**src/rtl/game_pkg.sv**
```systemverilog
// Shared definitions for the game controller: FSM state codes, winner codes
// and a saturating score increment.
package game_pkg;

  typedef enum logic [2:0] {
    ST_IDLE  = 3'd0,
    ST_SERVE = 3'd1,
    ST_PLAY  = 3'd2,
    ST_POINT = 3'd3,
    ST_OVER  = 3'd4
  } game_state_e;

  localparam logic [1:0] WINNER_NONE = 2'b00;
  localparam logic [1:0] WINNER_P1   = 2'b01;
  localparam logic [1:0] WINNER_P2   = 2'b10;

  function automatic logic [3:0] sat_inc(input logic [3:0] score, input logic [3:0] limit);
    if (score < limit) begin
      sat_inc = score + 4'd1;
    end else begin
      sat_inc = score;
    end
  endfunction

endpackage

```
**src/rtl/game_ctrl_tick_timer.sv**
```systemverilog
// Tick-pulse counter shared by the SERVE and POINT phases; done flags the
// tick pulse that completes the programmed count.
module tick_timer (
  input  logic       clk,
  input  logic       rst_n,
  input  logic       load,
  input  logic       tick,
  input  logic [7:0] last,
  output logic [7:0] count,
  output logic       done
);

  logic [7:0] count_r;

  // Counter: load wins over tick so a phase always starts from zero.
  always_ff @(posedge clk) begin
    if (!rst_n) begin
      count_r <= 8'd0;
    end else if (load) begin
      count_r <= 8'd0;
    end else if (tick) begin
      count_r <= count_r + 8'd1;
    end else begin
      count_r <= count_r;
    end
  end

  assign count = count_r;
  assign done  = tick & (count_r == last);

endmodule

```
**src/rtl/game_ctrl.sv**
```systemverilog
// Match sequencer for a two-player paddle game: serve countdown, rally,
// point display and match-over handling with saturating scores.
module game_ctrl
  import game_pkg::*;
#(
  parameter int WIN_SCORE   = 5,
  parameter int SERVE_TICKS = 8,
  parameter int POINT_TICKS = 4
) (
  input  logic       clk,
  input  logic       rst_n,
  input  logic       start,
  input  logic       tick,
  input  logic       miss_p1,
  input  logic       miss_p2,
  output logic       en_p1,
  output logic       en_p2,
  output logic       ball_reset,
  output logic       ball_run,
  output logic       serve_dir,
  output logic [3:0] score_p1,
  output logic [3:0] score_p2,
  output logic [1:0] winner,
  output logic [2:0] state
);

  localparam logic [3:0] WIN_L      = 4'(WIN_SCORE);
  localparam logic [7:0] SERVE_LAST = 8'(SERVE_TICKS - 1);
  localparam logic [7:0] POINT_LAST = 8'(POINT_TICKS - 1);

  game_state_e state_r;
  logic [3:0]  score_p1_r;
  logic [3:0]  score_p2_r;
  logic [1:0]  winner_r;
  logic        serve_dir_r;
  logic        start_q_r;
  logic        start_edge_s;
  logic        timed_s;
  logic        load_s;
  logic        done_s;
  logic [7:0]  last_s;
  logic [7:0]  timer_count_unused_s;

  assign start_edge_s = start & ~start_q_r;
  assign timed_s      = (state_r == ST_SERVE) || (state_r == ST_POINT);
  assign last_s       = (state_r == ST_POINT) ? POINT_LAST : SERVE_LAST;
  // Timer is held clear outside the timed phases and cleared as a phase ends.
  assign load_s       = ~timed_s | done_s;

  tick_timer u_timer (
    .clk   (clk),
    .rst_n (rst_n),
    .load  (load_s),
    .tick  (tick),
    .last  (last_s),
    .count (timer_count_unused_s),
    .done  (done_s)
  );

  // Start button history for rising-edge detection.
  always_ff @(posedge clk) begin
    if (!rst_n) begin
      start_q_r <= 1'b0;
    end else begin
      start_q_r <= start;
    end
  end

  // Match FSM with score, winner and serve-direction registers.
  always_ff @(posedge clk) begin
    if (!rst_n) begin
      state_r     <= ST_IDLE;
      score_p1_r  <= 4'd0;
      score_p2_r  <= 4'd0;
      winner_r    <= WINNER_NONE;
      serve_dir_r <= 1'b0;
    end else begin
      case (state_r)
        ST_IDLE, ST_OVER: begin
          if (start_edge_s) begin
            score_p1_r <= 4'd0;
            score_p2_r <= 4'd0;
            winner_r   <= WINNER_NONE;
            state_r    <= ST_SERVE;
          end
        end
        ST_SERVE: begin
          if (done_s) begin
            state_r <= ST_PLAY;
          end
        end
        ST_PLAY: begin
          if (miss_p1 && miss_p2) begin
            state_r <= ST_POINT;
          end else if (miss_p1) begin
            score_p2_r  <= sat_inc(score_p2_r, WIN_L);
            serve_dir_r <= 1'b0;
            state_r     <= ST_POINT;
          end else if (miss_p2) begin
            score_p1_r  <= sat_inc(score_p1_r, WIN_L);
            serve_dir_r <= 1'b1;
            state_r     <= ST_POINT;
          end
        end
        ST_POINT: begin
          if (done_s) begin
            if (score_p1_r == WIN_L) begin
              winner_r <= WINNER_P1;
              state_r  <= ST_OVER;
            end else if (score_p2_r == WIN_L) begin
              winner_r <= WINNER_P2;
              state_r  <= ST_OVER;
            end else begin
              state_r  <= ST_SERVE;
            end
          end
        end
        default: begin
          state_r <= ST_IDLE;
        end
      endcase
    end
  end

  // Paddle and ball controls decoded from the registered state only.
  always_comb begin
    en_p1      = 1'b0;
    ball_reset = 1'b1;
    ball_run   = 1'b0;
    case (state_r)
      ST_SERVE, ST_POINT: begin
        en_p1      = 1'b1;
        ball_reset = 1'b1;
        ball_run   = 1'b0;
      end
      ST_PLAY: begin
        en_p1      = 1'b1;
        ball_reset = 1'b0;
        ball_run   = 1'b1;
      end
      default: begin
        en_p1      = 1'b0;
        ball_reset = 1'b1;
        ball_run   = 1'b0;
      end
    endcase
  end

  assign en_p2     = en_p1;
  assign serve_dir = serve_dir_r;
  assign score_p1  = score_p1_r;
  assign score_p2  = score_p2_r;
  assign winner    = winner_r;
  assign state     = state_r;

endmodule
```
**config.mk**
```make
export PLATFORM = sky130hd
export DESIGN_NAME = game_ctrl
export DESIGN_NICKNAME = d
export VERILOG_FILES = /design/src/rtl/game_pkg.sv /design/src/rtl/game_ctrl_tick_timer.sv /design/src/rtl/game_ctrl.sv
export SDC_FILE = /design/constraint.sdc
export NUM_CORES = 1
export LEC_CHECK = 0
export BUFFER_PORTS_ARGS = -buffer_cell sky130_fd_sc_hd__buf_2
export CORE_MARGIN = 2
export CORE_UTILIZATION = 40
export CTS_BUF_LIST = sky130_fd_sc_hd__clkbuf_2 sky130_fd_sc_hd__clkbuf_4 sky130_fd_sc_hd__clkbuf_8
export CTS_CLUSTER_DIAMETER = 80
export DETAILED_ROUTE_END_ITERATION = 6
export GPL_ROUTABILITY_DRIVEN = 0
export GPL_TIMING_DRIVEN = 1
export PLACE_DENSITY = 0.69
export SLEW_MARGIN = 20
export SYNTH_ARGS = -nofsm -noshare
export SYNTH_HDL_FRONTEND = slang
export SYNTH_SLANG_ARGS = --single-unit
```
**constraint.sdc**
```tcl
create_clock -name clk -period 1.95 [get_ports clk]
set_input_delay 0.195 -clock clk [delete_from_list [all_inputs] [get_ports clk]]
set_output_delay 0.195 -clock clk [all_outputs]
set_load 0.05 [all_outputs]
```
After elaboration in Yosys (flattened, before gate mapping)
Index checks and enable logic that the tools add are counted.

Register bits after elaboration: 23. Input bits: 6. Output and inout bits: 18. Word-level logic and storage cells: 81.

$add $sub $neg: 3. $lt $le $gt $ge: 2. Eq/ne operators: 18. Mux-type cells: 30. Bitwise logic cells: 7. Reductions and logical operators: 14.

Operators with widths (number): 2-to-1 mux 4 bit (8); 2-to-1 mux 3 bit (9); inequality test 2 bit (second input constant) (9); one-hot mux 4 bit (2 select lines) (2); one-hot mux 3 bit (4 select lines) (1); adder 4 x 1 -> 4 bit (second input constant) (2); adder 8 x 1 -> 8 bit (second input constant) (1); == test 4 x 3 -> 1 bit (second input constant) (2); == test 8 x 3 -> 1 bit (1); < comparator 4 x 3 -> 1 bit (second input constant) (2); 2-to-1 mux 2 bit (4); AND reduction 4 bit (2); == test 3 x 2 -> 1 bit (second input constant) (2); AND reduction 6 bit (1); nonzero test 2 bit (3); 2-to-1 mux 1 bit (5); AND reduction 5 bit (1); inequality test 4 bit (second input constant) (1); NOT 1 bit (4); one-hot mux 2 bit (2 select lines) (1); OR reduction 2 bit (2); == test 3 x 1 -> 1 bit (second input constant) (1); == test 3 bit (second input constant) (1); zero test 3 bit (1); 7 further kinds (8).

Logic depth before layout (Yosys ltp)
Gate-level depths: netlist of run 1.

Word-level depth: 6. Mapped depth: 6. Mapped depth without buffers: 6.

By module
A second synthesis of run 1 with hierarchy kept.

Cell total of the unflattened synthesis: 156. Area, all modules: 1326.3 um^2.

By module, submodules not included: game_ctrl (instances 1, cells an instance 106, area each 893.4 um^2, sequential area each 300.3 um^2); tick_timer (instances 1, cells an instance 50, area each 432.9 um^2, sequential area each 160.2 um^2).

Least setup slack after synthesis of run 1
No wires, ideal clock.

Path type: flip-flop to output port. Start: reg state_r[1] (netlist: state[1]). End: out ball_reset. Arrival: 2121 ps. Required time: 1755 ps. Slack: -366 ps. Stages on the path, launching flop included: 4. Buffers on the path: 1. Path through: dfxtp_1 -> buf_4 -> nor3b_2 -> inv_1.

Cells in the longest elaborated chain, start to end: 2.

Ends and longest elaborated chain: from (decl) (RTL line game_ctrl.sv:31) `game_state_e state_r;`; from (signal assigned) (RTL line game_ctrl.sv:72) `state_r <= ST_IDLE;`; from (signal assigned) (RTL line game_ctrl.sv:84) `state_r <= ST_SERVE;`; from (signal assigned) (RTL line game_ctrl.sv:89) `state_r <= ST_PLAY;`; == test 3 x 2 -> 1 bit (RTL line game_ctrl.sv:130) `case (state_r)`; 2-to-1 mux 1 bit (RTL line game_ctrl.sv:130); to (decl) (RTL line game_ctrl.sv:18) `output logic ball_reset,`.

Every way passes these cells.

Final worst setup path of run 1
Ends and elaborated chain as after synthesis.

==> results.py, run 1 <==
metrics = {
    "outcome": {
        "status": "finished, final reports clean",
    },
    "logic_synthesis": {
        "muxShareOfSynthArea": 0.04571,
        "synth_xor_xnor_area_share": 0.05333,
        "seq_area_frac_synth": 0.3505,
        "synth_compound_area_frac": 0.1152,
        "synth_edf_count": 0,
        "ys_seq_elements": 23,
        "synthesis.nets": 160,
        "synth_area_leaders": "dfxtp_1 35%, ha_1 8.6%, mux2i_1 4.6%",
        "synth_top_cell_by_area": "dfxtp_1",
        "synth_top_family_by_area": "simple AND/OR/NAND/NOR gates",
        "synthArstFlopShare": 0,
        "ys.flop_type": "dfxtp_1",
        "avgSynthCellArea_sq_um": 9.060,
        "syn_area_sq_um": 1314,
        "synth_fa_ha_area_frac": 0.08571,
        "syn_inst": 145,
        "synthDistinctLibCells": 42,
        "synth_top_area_share": 0.3505,
        "yosys_warnings": 0,
        "synthSimpleGateAreaFrac": 0.2943,
    },
    "route": {
        "first_pass_iters": 6,
        "vias": 1079,
        "vias_per_cell": 5.114,
        "wire_per_inst_microns": 12.52,
        "route.detailed.drc": 0,
        "ant_nets": 0,
        "first_iter_violations": 29,
        "wl_mm": 2.642,
    },
    "floorplan": {
        "dieArea_sq_um": 3759,
        "num_io_pins": 24,
        "core_area_sq_um": 3078,
        "die_x_microns": 61.31,
        "row_count": 20,
        "dieHeight_microns": 61.31,
        "initial_core_util": 0.4268,
    },
    "clocking": {
        "cts_tree": "yes",
        "cts_hold_buffers": 0,
        "clk_pin_slew_ns": 0.12,
        "root_buffer": "clkbuf_4",
        "cts_resized": 0,
        "cts_setup_buffers": 0,
        "h-tree-depth": 1,
        "numCtsBuffers": 3,
        "clock_latency_ns": 0.30,
        "cts_buffer_depth": 2,
        "clock_sink_count": 23,
    },
    "timing": {
        "clock_skew_ns": 0.002481,
        "setup_viol": 0,
        "setup_ws_ns": 0.3061,
        "finalCritPeriodShare": 0.8430,
        "drv_slew": 0,
        "max_freq_mhz": 608.3,
        "grt_setup_unrepaired": "false",
        "finalSetupTns_ns": 0,
        "finalCriticalPeriod_ns": 1.644,
        "final-hold-violation-count": 0,
        "slew_headroom": 0.6673,
        "tightestPinTransition_ns": 0.4984,
    },
    "critical_path": {
        "crit_family": "flip-flops",
        "endpoint_kind": "output port",
        "path_buf_inv": 2,
        "regToRegSetupSlack_ns": 0.37,
        "crit_path_start": "state[1]",
        "critPathKind": "reg2out",
        "critPathMaxStageDelay_ns": 0.50,
        "worstRegToRegCells": 5,
        "crit_fanout": 13,
        "cpMaxStageDelayCell": "dfxtp_2",
        "cp.required_ns": 1.75,
        "r2r-start": "u_timer.count[0]",
        "worstPathCellList": "nor3b_4 -> clkinvlp_4 -> buf_2",
        "cp-start-kind": "register",
        "critPathArrivalTime_ns": 1.45,
        "r2r_end": "winner[0]",
    },
    "power": {
        "powerDensity_nw_per_um2": 568.6,
        "swShare": 0.2818,
        "combPwrFrac": 0.140,
        "power_frac_clock": 0.275,
        "leakage_nw": 0.5905,
        "p_total_mw": 0.8494,
        "p_int_mw": 0.6101,
        "p_switching_mw": 0.2393,
        "p_seq_frac": 0.585,
        "ir_drop_mv": 0.2794,
    },
    "global_routing": {
        "first_global_vias": 983,
        "overflow": 0,
        "grt_usage": 0.1510,
        "grt_max_degree": 17,
        "grt_pass1_wl_mm": 4.284,
        "antenna_found_initial": 0,
    },
    "hold_path": {
        "worstHoldPathType": "in2reg",
        "min_to": "start_q_r",
        "holdPathStages": 3,
        "hp-start": "start",
    },
    "final_layout": {
        "num-fill-cells": 298,
        "layoutNonFillerInstCount": 211,
        "final_util": 0.4854,
        "synthToLayoutAreaGrowth_pct": 13.71,
        "layout-drive-gt1-share": 0.2515,
        "nNetsFinal": 183,
        "antennaDiodeCount": 0,
    },
    "job": {
        "maxCapViolCount": 0,
    },
    "placement": {
        "pre_cts_ws_ns": 0.4159,
        "hpwl_mm": 2.049,
        "dp_cells": 207,
        "place.port_buffers": 23,
    },
}
-- worst reg2reg max path, stage by stage, from the launching register on --
cell and delay [ns]:
dfxtp_1 0.42, ha_1 0.23, and4bb_1 0.25, nand2_1 0.10
nor4_4 0.30, mux2i_1 0.22
-- synth_stat cells, types with 4 or more instances --
cell type  number
mux2i_1         6
nand2b_1        4
nand2_1        12
xor2_1          4
buf_4           4
nand3_1         4
a21oi_1         5
nand4_1         4
nor2_1         16
inv_1           9
dfxtp_1        23
ha_1            9
xnor2_1         4
nor3_1          5
-- registers in the layout, indices dropped and copies added (netlist names) --
name	cells
score_p2	4
winner	2
state	3
start_q_r	1
u_timer.count	8
score_p1	4
serve_dir	1
-- layout by cell type (no fill, tap or decap), drive strengths merged, types with 5 or more instances in the layout --
| cell | instances |
|---|---|
| dfxtp | 23 |
| nor3 | 5 |
| ha | 9 |
| mux2i | 6 |
| nor2 | 17 |
| a21oi | 6 |
| buf | 23 |
| nand2 | 13 |
| inv | 9 |
-- worst max path at each step --
stage	cells after the start	to	slack, ns
3_3_place_gp	5	winner[1]	0.49
4_1_cts	3	ball_reset	0.29
2_1_floorplan	3	ball_reset	-0.04
3_5_place_dp	5	winner[0]	0.42
6_report	3	ball_reset	0.31
5_1_grt	3	ball_reset	0.22
-- cell families (layout without fill, tap and decap cells) --
kind of cell / after synthesis / count (layout)
compound gates: 21 / 21
xor+xnor: 8 / 8
fa+ha+maj: 9 / 9
buf+inv: 15 / 37
flops: 23 / 23
mux: 6 / 6
simple gates: 63 / 63
-- stage by stage --
step                      area, sq um  hold WS [ns]
after global placement           1464        0.4459
after CTS                        1494        0.1350
after detailed placement         1464        0.4594
final                            1494        0.1439
after global routing             1494        0.1456
after floorplan                  1329        0.3031
-- cell type report --
cell class,instances,area [sq um],share of cell area
Clock buffer,4,30.03,0.02010
Inverter,10,41.29,0.02764
Multi-Input combinational cell,107,789.5,0.5285
Sequential cell,23,462.9,0.3099
Tap cell,44,55.05,0.03685
Timing Repair Buffer,23,115.1,0.07705
-- per-layer routing --
layer	wire (microns)	GRT usage	share of wire	up-vias
met2	1321	0.2660	0.50	21
li1	-	-	-	547
met3	97	0.02521	0.037	2
met5	0	0	0	-
met4	18	0.03727	0.0068	0
met1	1205	0.1913	0.46	509
-- power by group through the flow --
stage	clock, mW	combinational, mW	sequential (mW)
3_5_place_dp	0	0.120	0.507
3_3_place_gp	0	0.118	0.506
2_1_floorplan	0	0.0785	0.521
6_report	0.234	0.119	0.497
5_1_grt	0.262	0.130	0.499
4_1_cts	0.247	0.121	0.497
No activity file was read; power rests on OpenSTA's default activity.
==> run 2: changes to the inputs <==
Settings changed: PLACE_DENSITY 0.69 to 0.71.
Clock period 1.95 ns to 1.4 ns, I/O delays scaled along.
==> run 2 against run 1 <==
Against the previous run: the flow now finishes with violations (negative setup slack); non-clock buffer count up 23; highest routed layer unchanged; utilization up 12 points; worst hold slack got worse by 0.078 ns; largest power group unchanged; wire length grew 18%; die area did not move; combinational power grew 87%; critical path type unchanged; count of clock-buffer cells in the layout shrank 1; flip-flop and latch count stayed put; total power up 45%.
==> results.py, run 2 (same netlist as run 1, synthesis figures left out) <==
metrics = {
    "final_layout": {
        "nNetsFinal": 206,
        "largest_register_ffs": 8,
        "synthToLayoutAreaGrowth_pct": 41.33,
        "fin_area_sq_um": 1857,
        "final_cell_mix": "22 x buf_4, 19 x buf_2, 13 x nor2_1",
        "num-fill-cells": 283,
        "antennaDiodeCount": 0,
        "final_common_cell": "buf_4",
        "layout-drive-gt1-share": 0.5105,
    },
    "job": {
        "maxCapViolCount": 0,
    },
    "route": {
        "vias_per_cell": 5.124,
        "met1_length_mm": 1.252,
        "first_pass_iters": 4,
        "dr_wl_met3_microns": 138,
        "first_iter_violations": 60,
        "route.detailed.drc": 0,
        "wl_mm": 3.114,
        "met2_length_mm": 1.684,
        "ant_nets": 0,
        "vias": 1199,
        "wire_per_inst_microns": 13.31,
        "topRoutingLayerUsed": "met4",
    },
    "timing": {
        "final-hold-violation-count": 0,
        "grt_setup_unrepaired": "true",
        "finalCritPeriodShare": 1.057,
        "slew_headroom": 0.7905,
        "clock_skew_ns": 0.01338,
        "tightestPinTransition_ns": 0.3126,
        "max_freq_mhz": 675.5,
        "setup_ws_ns": -0.08034,
        "finalCriticalPeriod_ns": 1.480,
        "timing.hold.ws_ns": 0.06591,
        "drv_slew": 0,
        "setup_viol": 10,
    },
    "clocking": {
        "h-tree-depth": 1,
        "cts_buffer_depth": 2,
        "cts_tree": "yes",
        "clock_latency_ns": 0.32,
        "root_buffer": "clkbuf_4",
        "clk_pin_slew_ns": 0.14,
        "numCtsBuffers": 3,
        "clock_sink_count": 23,
    },
    "placement": {
        "place.port_buffers": 23,
        "hpwl_mm": 2.238,
        "placed_area_sq_um": 1603,
    },
    "critical_path": {
        "crit_fanout": 3,
        "critPathMaxStageDelay_ns": 0.38,
        "cp.required_ns": 1.26,
        "cp-start-kind": "register",
        "r2r_end": "winner[1]",
        "worstRegToRegCells": 5,
        "critPathKind": "reg2out",
        "worstPathCellList": "buf_6 -> nor3b_4 -> buf_4 -> buf_8",
        "cpMaxStageDelayCell": "dfxtp_4",
        "critPathArrivalTime_ns": 1.34,
        "r2r-start": "u_timer.count[1]",
        "regToRegSetupSlack_ns": -0.04,
        "endpoint_kind": "output port",
    },
    "global_routing": {
        "first_global_vias": 1169,
        "grt_usage": 0.1765,
        "grt_max_degree": 17,
        "overflow": 0,
        "grt_pass1_wl_mm": 4.919,
        "antenna_found_initial": 0,
    },
    "outcome": {
        "violations": "negative setup slack",
        "status": "finished, violations left",
    },
    "power": {
        "powerDensity_nw_per_um2": 662.7,
        "leakage_nw": 0.7605,
        "p_total_mw": 1.230,
        "ir_drop_mv": 0.3346,
    },
    "floorplan": {
        "core_area_sq_um": 3078,
        "die_x_microns": 61.31,
        "initial_core_util": 0.4268,
        "dieArea_sq_um": 3759,
        "row_count": 20,
        "dieHeight_microns": 61.31,
        "num_io_pins": 24,
    },
    "hold_path": {
        "worstHoldPathType": "in2reg",
        "holdPathStages": 3,
        "hp-start": "start",
        "min_to": "start_q_r",
    },
}
-- run 2: cell types whose count changed in the layout (fill, tap and decap cells not counted), moves of 3 or more --
| cell | before | now |
|---|---|---|
| buf_4 | 0 | 22 |
| dfxtp_1 | 21 | 11 |
| dfxtp_4 | 0 | 6 |
| buf_2 | 23 | 19 |
| dfxtp_2 | 2 | 6 |
| buf_6 | 0 | 3 |
| nor2_4 | 1 | 4 |
-- run 2: repair_timing --
action,CTS,global route
buffers inserted,7,2
pin swaps,6,6
endpoints found under the setup margin,10,24
hold buffers,0,0
resized for setup,15,22
-- run 2: area by class of cell --
class                      instances  area [sq um]  share of cell area
clock buffer                       3         22.52             0.01213
inverter                          10         41.29             0.02224
sequential                        23         490.5              0.2642
clock inverter                     1         5.005            0.002695
timing repair buffer              46         324.1              0.1745
multi-input combinational        107         918.4              0.4946
tap                               44         55.05             0.02965
-- run 2: worst max path at each step --
| stage | from | end | slack, ns | cells after the start |
|---|---|---|---|---|
| floorplan | state[1] | ball_reset | -0.41 | 3 |
| global placement | u_timer.count[1] | winner[0] | 0.04 | 5 |
| detailed placement | score_p2[0] | score_p2[2] | -0.07 | 6 |
| CTS | state[1] | ball_run | -0.08 | 4 |
| global route | state[1] | ball_run | -0.15 | 4 |
| finish | state[1] | ball_run | -0.08 | 4 |
-- run 2: critical path, delay by kind of cell (launching register included) --
family                 cells  cell delay, ns
and+or+nand+nor            1            0.24
buffers and inverters      3            0.40
DFF                        1            0.38
-- run 2: per-layer routing --
metal | global-route usage | up-vias
met1 | 0.1951 | 568
met5 | 0 | -
met4 | 0.06522 | 0
met3 | 0.03361 | 7
li1 | - | 594
met2 | 0.3313 | 30
-- run 2: stage by stage --
| step | std cells | utilization | setup slack (ns) | setup TNS [ns] |
|---|---|---|---|---|
| 2_1_floorplan | 145 | - | -0.4093 | -0.6922 |
| 3_3_place_gp | 221 | 0.5207 | 0.03941 | 0 |
| 3_5_place_dp | 221 | 0.5207 | -0.06555 | -0.1431 |
| 4_1_cts | 232 | 0.5638 | -0.07739 | -0.6122 |
| 5_1_grt | 234 | 0.6033 | -0.1496 | -1.139 |
| 6_report | 234 | 0.6033 | -0.08034 | -0.3748 |
-- run 2: report_power, final --
part           switching, mW  total [mW]  internal, mW
Combinational          0.134       0.223        0.0886
Sequential            0.0270       0.687         0.660
Clock                  0.213       0.320         0.107
Total                  0.374        1.23         0.856
